===== src/rtl/me_block_scheduler.sv =====
// Frame-level sequencer for the full-search ME core: one req/ack search per block, result streamed on valid/ready.
// Optional best-block tracking is enabled by defining ME_SCHED_BEST_TRACK_EN.
module me_block_scheduler #(
    parameter int NUM_BLOCKS     = 16,
    parameter int SAD_WIDTH      = 16,
    parameter int CNT_WIDTH      = 12,
    parameter int TIMEOUT_CYCLES = 65536,
    localparam int BLK_WIDTH     = (NUM_BLOCKS > 1) ? $clog2(NUM_BLOCKS) : 1
) (
    input  logic                 clk,
    input  logic                 rst,
    input  logic                 start,
    input  logic                 abort,
    output logic                 busy,
    output logic                 done,
    output logic                 timeout_err,
    output logic [BLK_WIDTH-1:0] blk_idx,
    output logic                 me_req,
    input  logic                 me_ack,
    input  logic [SAD_WIDTH-1:0] me_min_sad,
    input  logic [CNT_WIDTH-1:0] me_min_mvec,
    output logic                 res_valid,
    input  logic                 res_ready,
    output logic [SAD_WIDTH-1:0] res_sad,
    output logic [CNT_WIDTH-1:0] res_mvec,
    output logic [BLK_WIDTH-1:0] res_idx,
`ifdef ME_SCHED_BEST_TRACK_EN
    output logic [SAD_WIDTH-1:0] best_sad,
    output logic [CNT_WIDTH-1:0] best_mvec,
    output logic [BLK_WIDTH-1:0] best_idx,
`endif
    output logic                 res_last
);
    localparam int TMR_WIDTH = $clog2(TIMEOUT_CYCLES);
    localparam logic [TMR_WIDTH-1:0] TMR_LAST = TMR_WIDTH'(TIMEOUT_CYCLES - 1);
    localparam logic [BLK_WIDTH-1:0] LAST_IDX = BLK_WIDTH'(NUM_BLOCKS - 1);

    typedef enum logic [2:0] {
        S_IDLE, S_REQ, S_WAIT_ACK, S_ACK_LOW, S_PUSH, S_DONE
    } state_t;

    state_t                 r_state,       w_state_next;
    logic                   r_busy,        w_busy_next;
    logic                   r_done,        w_done_next;
    logic                   r_timeout_err, w_timeout_err_next;
    logic [BLK_WIDTH-1:0]   r_blk_idx,     w_blk_idx_next;
    logic                   r_me_req,      w_me_req_next;
    logic                   r_res_valid,   w_res_valid_next;
    logic [SAD_WIDTH-1:0]   r_res_sad,     w_res_sad_next;
    logic [CNT_WIDTH-1:0]   r_res_mvec,    w_res_mvec_next;
    logic [BLK_WIDTH-1:0]   r_res_idx,     w_res_idx_next;
    logic                   r_res_last,    w_res_last_next;
    logic [TMR_WIDTH-1:0]   r_cnt,         w_cnt_next;
`ifdef ME_SCHED_BEST_TRACK_EN
    logic [SAD_WIDTH-1:0]   r_best_sad,    w_best_sad_next;
    logic [CNT_WIDTH-1:0]   r_best_mvec,   w_best_mvec_next;
    logic [BLK_WIDTH-1:0]   r_best_idx,    w_best_idx_next;
`endif

    always_comb begin
        w_state_next       = r_state;
        w_busy_next        = r_busy;
        w_done_next        = 1'b0;
        w_timeout_err_next = r_timeout_err;
        w_blk_idx_next     = r_blk_idx;
        w_me_req_next      = r_me_req;
        w_res_valid_next   = r_res_valid;
        w_res_sad_next     = r_res_sad;
        w_res_mvec_next    = r_res_mvec;
        w_res_idx_next     = r_res_idx;
        w_res_last_next    = r_res_last;
        w_cnt_next         = r_cnt;
`ifdef ME_SCHED_BEST_TRACK_EN
        w_best_sad_next    = r_best_sad;
        w_best_mvec_next   = r_best_mvec;
        w_best_idx_next    = r_best_idx;
`endif
        case (r_state)
            S_IDLE: begin
                if (start && !abort) begin
                    w_state_next       = S_REQ;
                    w_blk_idx_next     = '0;
                    w_timeout_err_next = 1'b0;
                    w_busy_next        = 1'b1;
`ifdef ME_SCHED_BEST_TRACK_EN
                    w_best_sad_next    = '1;
                    w_best_mvec_next   = '0;
                    w_best_idx_next    = '0;
`endif
                end
            end
            S_REQ: begin
                w_me_req_next = 1'b1;
                w_cnt_next    = '0;
                w_state_next  = S_WAIT_ACK;
            end
            S_WAIT_ACK: begin
                // An ack on the final allowed cycle still wins over the timeout
                if (me_ack) begin
                    w_res_sad_next  = me_min_sad;
                    w_res_mvec_next = me_min_mvec;
                    w_me_req_next   = 1'b0;
                    w_state_next    = S_ACK_LOW;
`ifdef ME_SCHED_BEST_TRACK_EN
                    if (me_min_sad < r_best_sad) begin
                        w_best_sad_next  = me_min_sad;
                        w_best_mvec_next = me_min_mvec;
                        w_best_idx_next  = r_blk_idx;
                    end
`endif
                end else if (r_cnt == TMR_LAST) begin
                    w_res_sad_next     = '1;
                    w_res_mvec_next    = '0;
                    w_me_req_next      = 1'b0;
                    w_timeout_err_next = 1'b1;
                    w_state_next       = S_ACK_LOW;
                end else begin
                    w_cnt_next = r_cnt + 1'b1;
                end
            end
            S_ACK_LOW: begin
                if (!me_ack) begin
                    w_res_valid_next = 1'b1;
                    w_res_idx_next   = r_blk_idx;
                    w_res_last_next  = (r_blk_idx == LAST_IDX);
                    w_state_next     = S_PUSH;
                end
            end
            S_PUSH: begin
                if (res_ready) begin
                    w_res_valid_next = 1'b0;
                    if (r_blk_idx == LAST_IDX) begin
                        w_done_next  = 1'b1;
                        w_busy_next  = 1'b0;
                        w_state_next = S_DONE;
                    end else begin
                        w_blk_idx_next = r_blk_idx + 1'b1;
                        w_state_next   = S_REQ;
                    end
                end
            end
            S_DONE: w_state_next = S_IDLE;
            default: w_state_next = S_IDLE;
        endcase

        // Abort overrides whatever the handshakes decided this cycle
        if (abort && r_state != S_IDLE) begin
            w_state_next     = S_IDLE;
            w_me_req_next    = 1'b0;
            w_res_valid_next = 1'b0;
            w_busy_next      = 1'b0;
            w_done_next      = 1'b0;
        end
    end

    always_ff @(posedge clk) begin
        if (rst) begin
            r_state       <= S_IDLE;
            r_busy        <= 1'b0;
            r_done        <= 1'b0;
            r_timeout_err <= 1'b0;
            r_blk_idx     <= '0;
            r_me_req      <= 1'b0;
            r_res_valid   <= 1'b0;
            r_res_sad     <= '0;
            r_res_mvec    <= '0;
            r_res_idx     <= '0;
            r_res_last    <= 1'b0;
            r_cnt         <= '0;
`ifdef ME_SCHED_BEST_TRACK_EN
            r_best_sad    <= '0;
            r_best_mvec   <= '0;
            r_best_idx    <= '0;
`endif
        end else begin
            r_state       <= w_state_next;
            r_busy        <= w_busy_next;
            r_done        <= w_done_next;
            r_timeout_err <= w_timeout_err_next;
            r_blk_idx     <= w_blk_idx_next;
            r_me_req      <= w_me_req_next;
            r_res_valid   <= w_res_valid_next;
            r_res_sad     <= w_res_sad_next;
            r_res_mvec    <= w_res_mvec_next;
            r_res_idx     <= w_res_idx_next;
            r_res_last    <= w_res_last_next;
            r_cnt         <= w_cnt_next;
`ifdef ME_SCHED_BEST_TRACK_EN
            r_best_sad    <= w_best_sad_next;
            r_best_mvec   <= w_best_mvec_next;
            r_best_idx    <= w_best_idx_next;
`endif
        end
    end

    assign busy        = r_busy;
    assign done        = r_done;
    assign timeout_err = r_timeout_err;
    assign blk_idx     = r_blk_idx;
    assign me_req      = r_me_req;
    assign res_valid   = r_res_valid;
    assign res_sad     = r_res_sad;
    assign res_mvec    = r_res_mvec;
    assign res_idx     = r_res_idx;
    assign res_last    = r_res_last;
`ifdef ME_SCHED_BEST_TRACK_EN
    assign best_sad    = r_best_sad;
    assign best_mvec   = r_best_mvec;
    assign best_idx    = r_best_idx;
`endif
endmodule

===== config.mk =====
export PLATFORM = sky130hd
export DESIGN_NAME = me_block_scheduler
export DESIGN_NICKNAME = d
export VERILOG_FILES = /design/src/rtl/me_block_scheduler.sv
export SDC_FILE = /design/constraint.sdc
export NUM_CORES = 1
export LEC_CHECK = 0
export BUFFER_PORTS_ARGS = -buffer_cell sky130_fd_sc_hd__buf_2
export CELL_PAD_IN_SITES_DETAIL_PLACEMENT = 2
export CELL_PAD_IN_SITES_GLOBAL_PLACEMENT = 2
export CORE_ASPECT_RATIO = 0.7
export CORE_MARGIN = 2
export CORE_UTILIZATION = 25
export CTS_BUF_LIST = sky130_fd_sc_hd__clkbuf_4 sky130_fd_sc_hd__clkbuf_8 sky130_fd_sc_hd__clkbuf_16
export DETAILED_ROUTE_END_ITERATION = 7
export HOLD_SLACK_MARGIN = 0.03
export PLACE_DENSITY = 0.77
export SLEW_MARGIN = 20
export SYNTH_ARGS = -nofsm -noshare
export SYNTH_HDL_FRONTEND = slang
export SYNTH_SLANG_ARGS = --single-unit

===== constraint.sdc =====
create_clock -name clk -period 2.63 [get_ports clk]
set_clock_uncertainty 0.15 [all_clocks]
set_input_delay 0.263 -clock clk [delete_from_list [all_inputs] [get_ports clk]]
set_output_delay 0.263 -clock clk [all_outputs]
set_load 0.01 [all_outputs]

==> reports/results.ini, run 1 <==
[run_status]
status = completed

[logic_synthesis]
syn_area_sq_um = 2870
synth_edf_count = 0
yosysTopAreaCell = dfxtp_1
synth.top_cell.area_share_pct = 42.6
synth-seq-cells = 61
synth_warnings = 0
yosysSeqAreaShare_pct = 42.6
synth_ff_type = dfxtp_1
async_flop_share_pct = 0
ys_top_cells_by_area = dfxtp_1 (43%), a211oi_1 (4.5%), nor2_1 (4.1%)
syn_nets = 372
ys_types = 53
syn_avg_cell_area_sq_um = 8.53
synth_cells = 336

[placed_design]
dp_hpwl_um = 6520
place_area_sq_um = 3420
port-buffer-count = 75
gp_congestion = 0.759

[finish]
drive_above_1_share_pct = 26.4
num-nets-final = 456
synthToLayoutAreaGrowth_pct = 33.4
num_antenna_cells = 0
final_design_area_no_fill_sq_um = 3820

[worst_hold_path]
hold_depth = 3
worst_hold_path_type = primary input to flop
min_from = me_min_mvec[0]
hold_end = res_mvec[0]$_SDFFE_PP0P_

[floorplanning]
die-area_sq_um = 12400
rows = 32
num_io_pins = 76
core_area_sq_um = 11100
dieWidth_um = 132
initial_core_util_pct = 25.9
die_h_um = 93.6

[detailed_routing]
routed_via_density = 4.99
wl_um = 9760
drc = 0
wl_per_cell_um = 16.9
firstDrtPassIters = 4
drtIter0Drc = 116
antenna_left = 0
via_count = 2884

[pwr]
netSwitchingFraction_pct = 27.4
p_sw_uw = 737
power_frac_comb_pct = 14.7
p_int_uw = 1950
p_leak_uw = 0.00150
power.total_uw = 2690
power_density_nw_per_um2 = 703
seqPwrFrac_pct = 38.8
clkPwrFrac_pct = 46.5
worst_ir_drop_vdd_mv = 0.285

[clocking]
cts_max_path_buffers = 2
h-tree-depth = 3
numCtsBuffers = 9
insertion_delay_ns = 0.33
cts_root_buf = clkbuf_16
tritoncts = yes
postCtsSetupBuffers = 0
clock_sinks = 61
cts.clk_slew.worst_paths_ns = 0.06

[worst_setup_path]
cp_top_family = simple AND/OR/NAND/NOR gates
path_class = flop to flop
r2r_end = res_mvec[1]$_SDFFE_PP0P_
endpoint_kind = flop
r2r_slack_ns = 0.41
reg2regPathDepth = 6
cp.required_ns = 2.69
startpoint_type = flop
crit_buf_inv = 1
crit_chain = ha_1 > nand4_1 > or4_1 > a21oi_2 > buf_4 > o21ai_0
arrival_ns = 2.29
critPathSlowestCell = or4_1
rr_startpoint = r_cnt[1]$_SDFFE_PP0P_
cpPeakStageDelay_ns = 0.59
crit_fanout = 13

[global_routing]
grt_max_degree = 58
overflow = 0
gr-usage-all-layers_pct = 16.7
antenna_found_initial = 0
grt_pass1_vias = 3226
grt_pass1_wl_um = 16500

[timing]
rsz0062_at_grt = false
hold_violations = 0
whs_ns = 0.0366
worstMarginPinSlew_ns = 0.721
post-route-period-util_pct = 84.6
max_freq_mhz = 450
tns_ns = 0
period_needed_ns = 2.22
relSlewSlack_pct = 51.5
setup_viol = 0
maxSlewViolCount = 0

[flow_run]
drv_cap = 0

## per-layer routing
layer	share of wire, %	global-route usage, %
met5	0	0
met4	0.93	4.71
met3	3.4	4.17
met2	47	27.3
met1	49	21.9
## power by group through the flow
| stage | clock network [uW] | logic, uW | registers, uW |
|---|---|---|---|
| 3_5_place_dp | 0 | 383 | 1060 |
| 5_1_grt | 1320 | 445 | 1060 |
| 2_1_floorplan | 0 | 222 | 1050 |
| 3_3_place_gp | 0 | 369 | 1060 |
| 4_1_cts | 1280 | 401 | 1040 |
| 6_report | 1250 | 396 | 1040 |
## stage by stage
step / setup slack (ns) / std cells / utilization (%)
floorplan: 0.639 / 336 / -
global placement: 0.523 / 554 / 30.9
detailed placement: 0.392 / 554 / 30.9
CTS: 0.410 / 578 / 34.5
global route: 0.169 / 578 / 34.5
finish: 0.405 / 578 / 34.5
## state kept, by name (all words and copies together), names as in the netlist
| signal | count |
|---|---|
| r_cnt | 16 |
| res_valid | 1 |
| res_last | 1 |
| timeout_err | 1 |
| res_mvec | 12 |
| r_state | 3 |
| busy | 1 |
| res_idx | 4 |
| res_sad | 16 |
| me_req | 1 |
| blk_idx | 4 |
| done | 1 |
## worst max path at each step
stage,from,endpoint,slack [ns],depth (start not counted)
floorplan,r_cnt[0]$_SDFFE_PP0P_,me_req$_SDFFE_PP0P_,0.64,6
CTS,r_cnt[0]$_SDFFE_PP0P_,res_mvec[1]$_SDFFE_PP0P_,0.41,6
detailed placement,r_cnt[0]$_SDFFE_PP0P_,res_sad[12]$_SDFFE_PP0P_,0.39,5
global placement,r_state[2]$_SDFFE_PP0P_,blk_idx[2]$_SDFFE_PP0P_,0.52,4
finish,r_cnt[1]$_SDFFE_PP0P_,res_mvec[1]$_SDFFE_PP0P_,0.41,6
global route,r_cnt[1]$_SDFFE_PP0P_,res_sad[6]$_SDFFE_PP0P_,0.17,5
## cell families after synthesis
kind of cell    share of synthesized area (%)
simple gates                             29.3
compound gates                           19.9
flops                                    42.6
buf+inv                                  5.32
mux                                      1.75
fa+ha+maj                               0.872
xor+xnor                                0.305
## repair_timing
action | CTS | global route
hold buffers | 8 | 0
hold endpoints to repair | 8 | 0
resized for setup | 0 | 0
## cell usage in the layout (no fill, tap or decap), types with 3 or more instances in the layout
master / n
clkbuf_16: 9
o21ai_0: 10
nor3_1: 8
buf_4: 8
inv_1: 21
dfxtp_1: 61
o311ai_0: 4
dlygate4sd3_1: 8
mux2i_1: 5
nand3b_1: 13
a211oi_1: 17
nand2b_1: 15
a32o_1: 3
nand3_1: 14
a32oi_1: 3
a21oi_1: 15
nor3b_1: 3
nor4_1: 5
a31oi_1: 6
nand4_1: 3
clkbuf_8: 3
or4_1: 7
and3_1: 4
or3_1: 6
o31ai_1: 3
buf_2: 75
o211ai_1: 3
nor2_1: 31
nand2_1: 19
o21ai_1: 9
## cells in the mapped netlist, types with 6 or more instances
| master | count |
|---|---|
| nand2b_1 | 15 |
| a21oi_1 | 15 |
| or4_1 | 7 |
| nand2_1 | 19 |
| dfxtp_1 | 61 |
| a31oi_1 | 6 |
| nand3b_1 | 13 |
| clkbuf_1 | 15 |
| nor3_1 | 8 |
| or3_1 | 6 |
| inv_1 | 21 |
| nor2_1 | 31 |
| o21ai_1 | 9 |
| a211oi_1 | 17 |
| o21ai_0 | 10 |
| nand3_1 | 14 |
## cell type report
class	instances	area [sq um]
clock inverter	4	53.8
sequential	61	1220
tap	153	191
multi-input combinational	235	1490
timing repair buffer	91	515
clock buffer	12	267
fill	1285	7270
inverter	22	82.6
## tightest hold or removal path: stages
cell and delay [ns]:
buf_2 0.08, nand3b_1 0.07, o21ai_0 0.07
(Power assumes the default switching activity.)
==> inputs of run 2 (changes only) <==
--- a/config.mk
+++ b/config.mk
@@ -14,7 +14,7 @@
 export CTS_BUF_LIST = sky130_fd_sc_hd__clkbuf_4 sky130_fd_sc_hd__clkbuf_8 sky130_fd_sc_hd__clkbuf_16
 export DETAILED_ROUTE_END_ITERATION = 7
 export HOLD_SLACK_MARGIN = 0.03
-export PLACE_DENSITY = 0.77
+export PLACE_DENSITY = 0.8
 export SLEW_MARGIN = 20
 export SYNTH_ARGS = -nofsm -noshare
 export SYNTH_HDL_FRONTEND = slang
==> constraint.sdc (replaced) <==
create_clock -name clk -period 1.85 [get_ports clk]
set_clock_uncertainty 0.15 [all_clocks]
set_input_delay 0.185 -clock clk [delete_from_list [all_inputs] [get_ports clk]]
set_output_delay 0.185 -clock clk [all_outputs]
set_load 0.01 [all_outputs]
==> run 2 against run 1 <==
The run now ends with negative setup slack left. Routed wire length up 59%. First-iteration DRC count up 4.3%. Worst setup slack worse by 0.57 ns. Sequential share of layout area down 6.4 points. Cell area up 27%.
==> reports/results.ini, run 2 (same netlist as run 1, synthesis figures left out) <==
[run_status]
status = finished, violations left
violations = negative setup slack

[floorplanning]
initial_core_util_pct = 25.9
dieWidth_um = 132
num_io_pins = 76
die-area_sq_um = 12400
rows = 32
core_area_sq_um = 11100
die_h_um = 93.6

[worst_hold_path]
min_from = me_min_sad[1]
hold_end = res_sad[1]$_SDFFE_PP0P_
worst_hold_path_type = primary input to flop
hold_depth = 3

[global_routing]
overflow = 0
antenna_found_initial = 0
grt_pass1_vias = 3880
grt_max_degree = 42
grt_pass1_wl_um = 22500
gr-usage-all-layers_pct = 24.0

[timing]
setup_viol = 36
rsz0062_at_grt = true
max_freq_mhz = 498
relSlewSlack_pct = 53.8
maxSlewViolCount = 0
worstMarginPinSlew_ns = 0.692
period_needed_ns = 2.01
hold_violations = 0
whs_ns = 0.0484
post-route-period-util_pct = 109
fin_ws_ns = -0.160
tns_ns = -2.25

[worst_setup_path]
cp.required_ns = 1.93
arrival_ns = 2.09
crit_fanout = 4
reg2regPathDepth = 5
rr_startpoint = r_cnt[2]$_SDFFE_PP0P_
cpPeakStageDelay_ns = 0.53
endpoint_kind = flop
critPathSlowestCell = or4_4
r2r_end = r_cnt[7]$_SDFFE_PP0P_
path_class = flop to flop
crit_chain = nand3_1 > buf_4 > or4_4 > o31a_1 > a31oi_1
r2r_slack_ns = -0.16
startpoint_type = flop

[pwr]
p_sw_uw = 1300
p_leak_uw = 0.00199
power_density_nw_per_um2 = 876
power_frac_comb_pct = 23.7
worst_ir_drop_vdd_mv = 0.525
p_int_uw = 2970
seqPwrFrac_pct = 34.4
clkPwrFrac_pct = 41.9
netSwitchingFraction_pct = 30.4

[clocking]
cts_max_path_buffers = 2
tritoncts = yes
h-tree-depth = 3
numCtsBuffers = 9
cts.clk_slew.worst_paths_ns = 0.06
cts_root_buf = clkbuf_16
clock_sinks = 61
insertion_delay_ns = 0.34

[finish]
num_antenna_cells = 0
fin_util_pct = 44.0
final_design_area_no_fill_sq_um = 4870
layout.cells.most_common = buf_2
drive_above_1_share_pct = 47.4
final_cell_mix = buf_2 (75), buf_4 (52), dfxtp_1 (51)
synthToLayoutAreaGrowth_pct = 70.0
num-nets-final = 532

[detailed_routing]
routed_via_density = 5.27
wl_per_cell_um = 23.8
via_count = 3443
drtIter0Drc = 121
drc = 0
wl_um = 15500
antenna_left = 0
firstDrtPassIters = 4

[placed_design]
dp_hpwl_um = 8160
port-buffer-count = 75
place_area_sq_um = 3820
gp_congestion = 0.803
dp_slack_ns = -0.191

[flow_run]
drv_cap = 0

==> run 2: cell count changes in the layout (fill, tap and decap cells not counted), sizes merged <==
cell / previous run / this run
buf: 83 / 142
inv: 22 / 21
clkinvlp: 2 / 0
dlygate4sd3: 8 / 24
clkinv: 1 / 3
o21ai: 20 / 21
==> run 2: power groups by stage <==
stage / Clock [uW] / Combinational [uW] / Sequential, uW
global placement: 0 / 657 / 1470
global route: 1870 / 1060 / 1480
finish: 1790 / 1010 / 1470
CTS: 1800 / 851 / 1460
detailed placement: 0 / 692 / 1480
floorplan: 0 / 322 / 1500
==> run 2: cell type report <==
class / instances / area (sq um)
multi-input combinational: 236 / 1840
fill: 1206 / 6220
tap: 153 / 191
sequential: 61 / 1240
clock buffer: 12 / 267
clock inverter: 3 / 43.8
inverter: 22 / 82.6
timing repair buffer: 166 / 1210
==> run 2: layer usage <==
metal  track usage [%]  wire length, um
met1              26.5             6210
met2              44.6             8390
met3              4.66              435
met4              11.5              475
met5                 0                0
==> run 2: through the flow <==
stage / power, uW / instances
3_3_place_gp: 2130 / 600
4_1_cts: 4110 / 647
2_1_floorplan: 1820 / 336
5_1_grt: 4410 / 653
6_report: 4270 / 653
3_5_place_dp: 2180 / 600
==> run 2: timing repair <==
item,CTS,global route
resized for setup,53,47
endpoints found under the hold margin,24,0
buffers inserted,7,7
hold buffers,24,0
pin swaps,18,9
endpoints found under the setup margin,50,56
cloned,1,0
==> run 2: worst max path at each step <==
stage | slack, ns | from | depth (start not counted) | end
finish | -0.16 | r_cnt[2]$_SDFFE_PP0P_ | 5 | r_cnt[7]$_SDFFE_PP0P_
global route | -0.16 | r_cnt[0]$_SDFFE_PP0P_ | 6 | res_mvec[1]$_SDFFE_PP0P_
CTS | -0.08 | r_state[2]$_SDFFE_PP0P_ | 4 | blk_idx[3]$_SDFFE_PP0P_
detailed placement | -0.19 | r_cnt[6]$_SDFFE_PP0P_ | 6 | res_sad[15]$_SDFFE_PP0P_
global placement | -0.06 | r_cnt[0]$_SDFFE_PP0P_ | 7 | res_sad[11]$_SDFFE_PP0P_
floorplan | 0.001 | r_cnt[0]$_SDFFE_PP0P_ | 6 | me_req$_SDFFE_PP0P_
==> run 2: worst max-delay path: cells and delay by family (launching register included) <==
family	cells	cell delay, ns
AOI/OAI and AO/OA	2	0.51
DFF	1	0.40
buffers and inverters	1	0.19
and+or+nand+nor	2	0.66
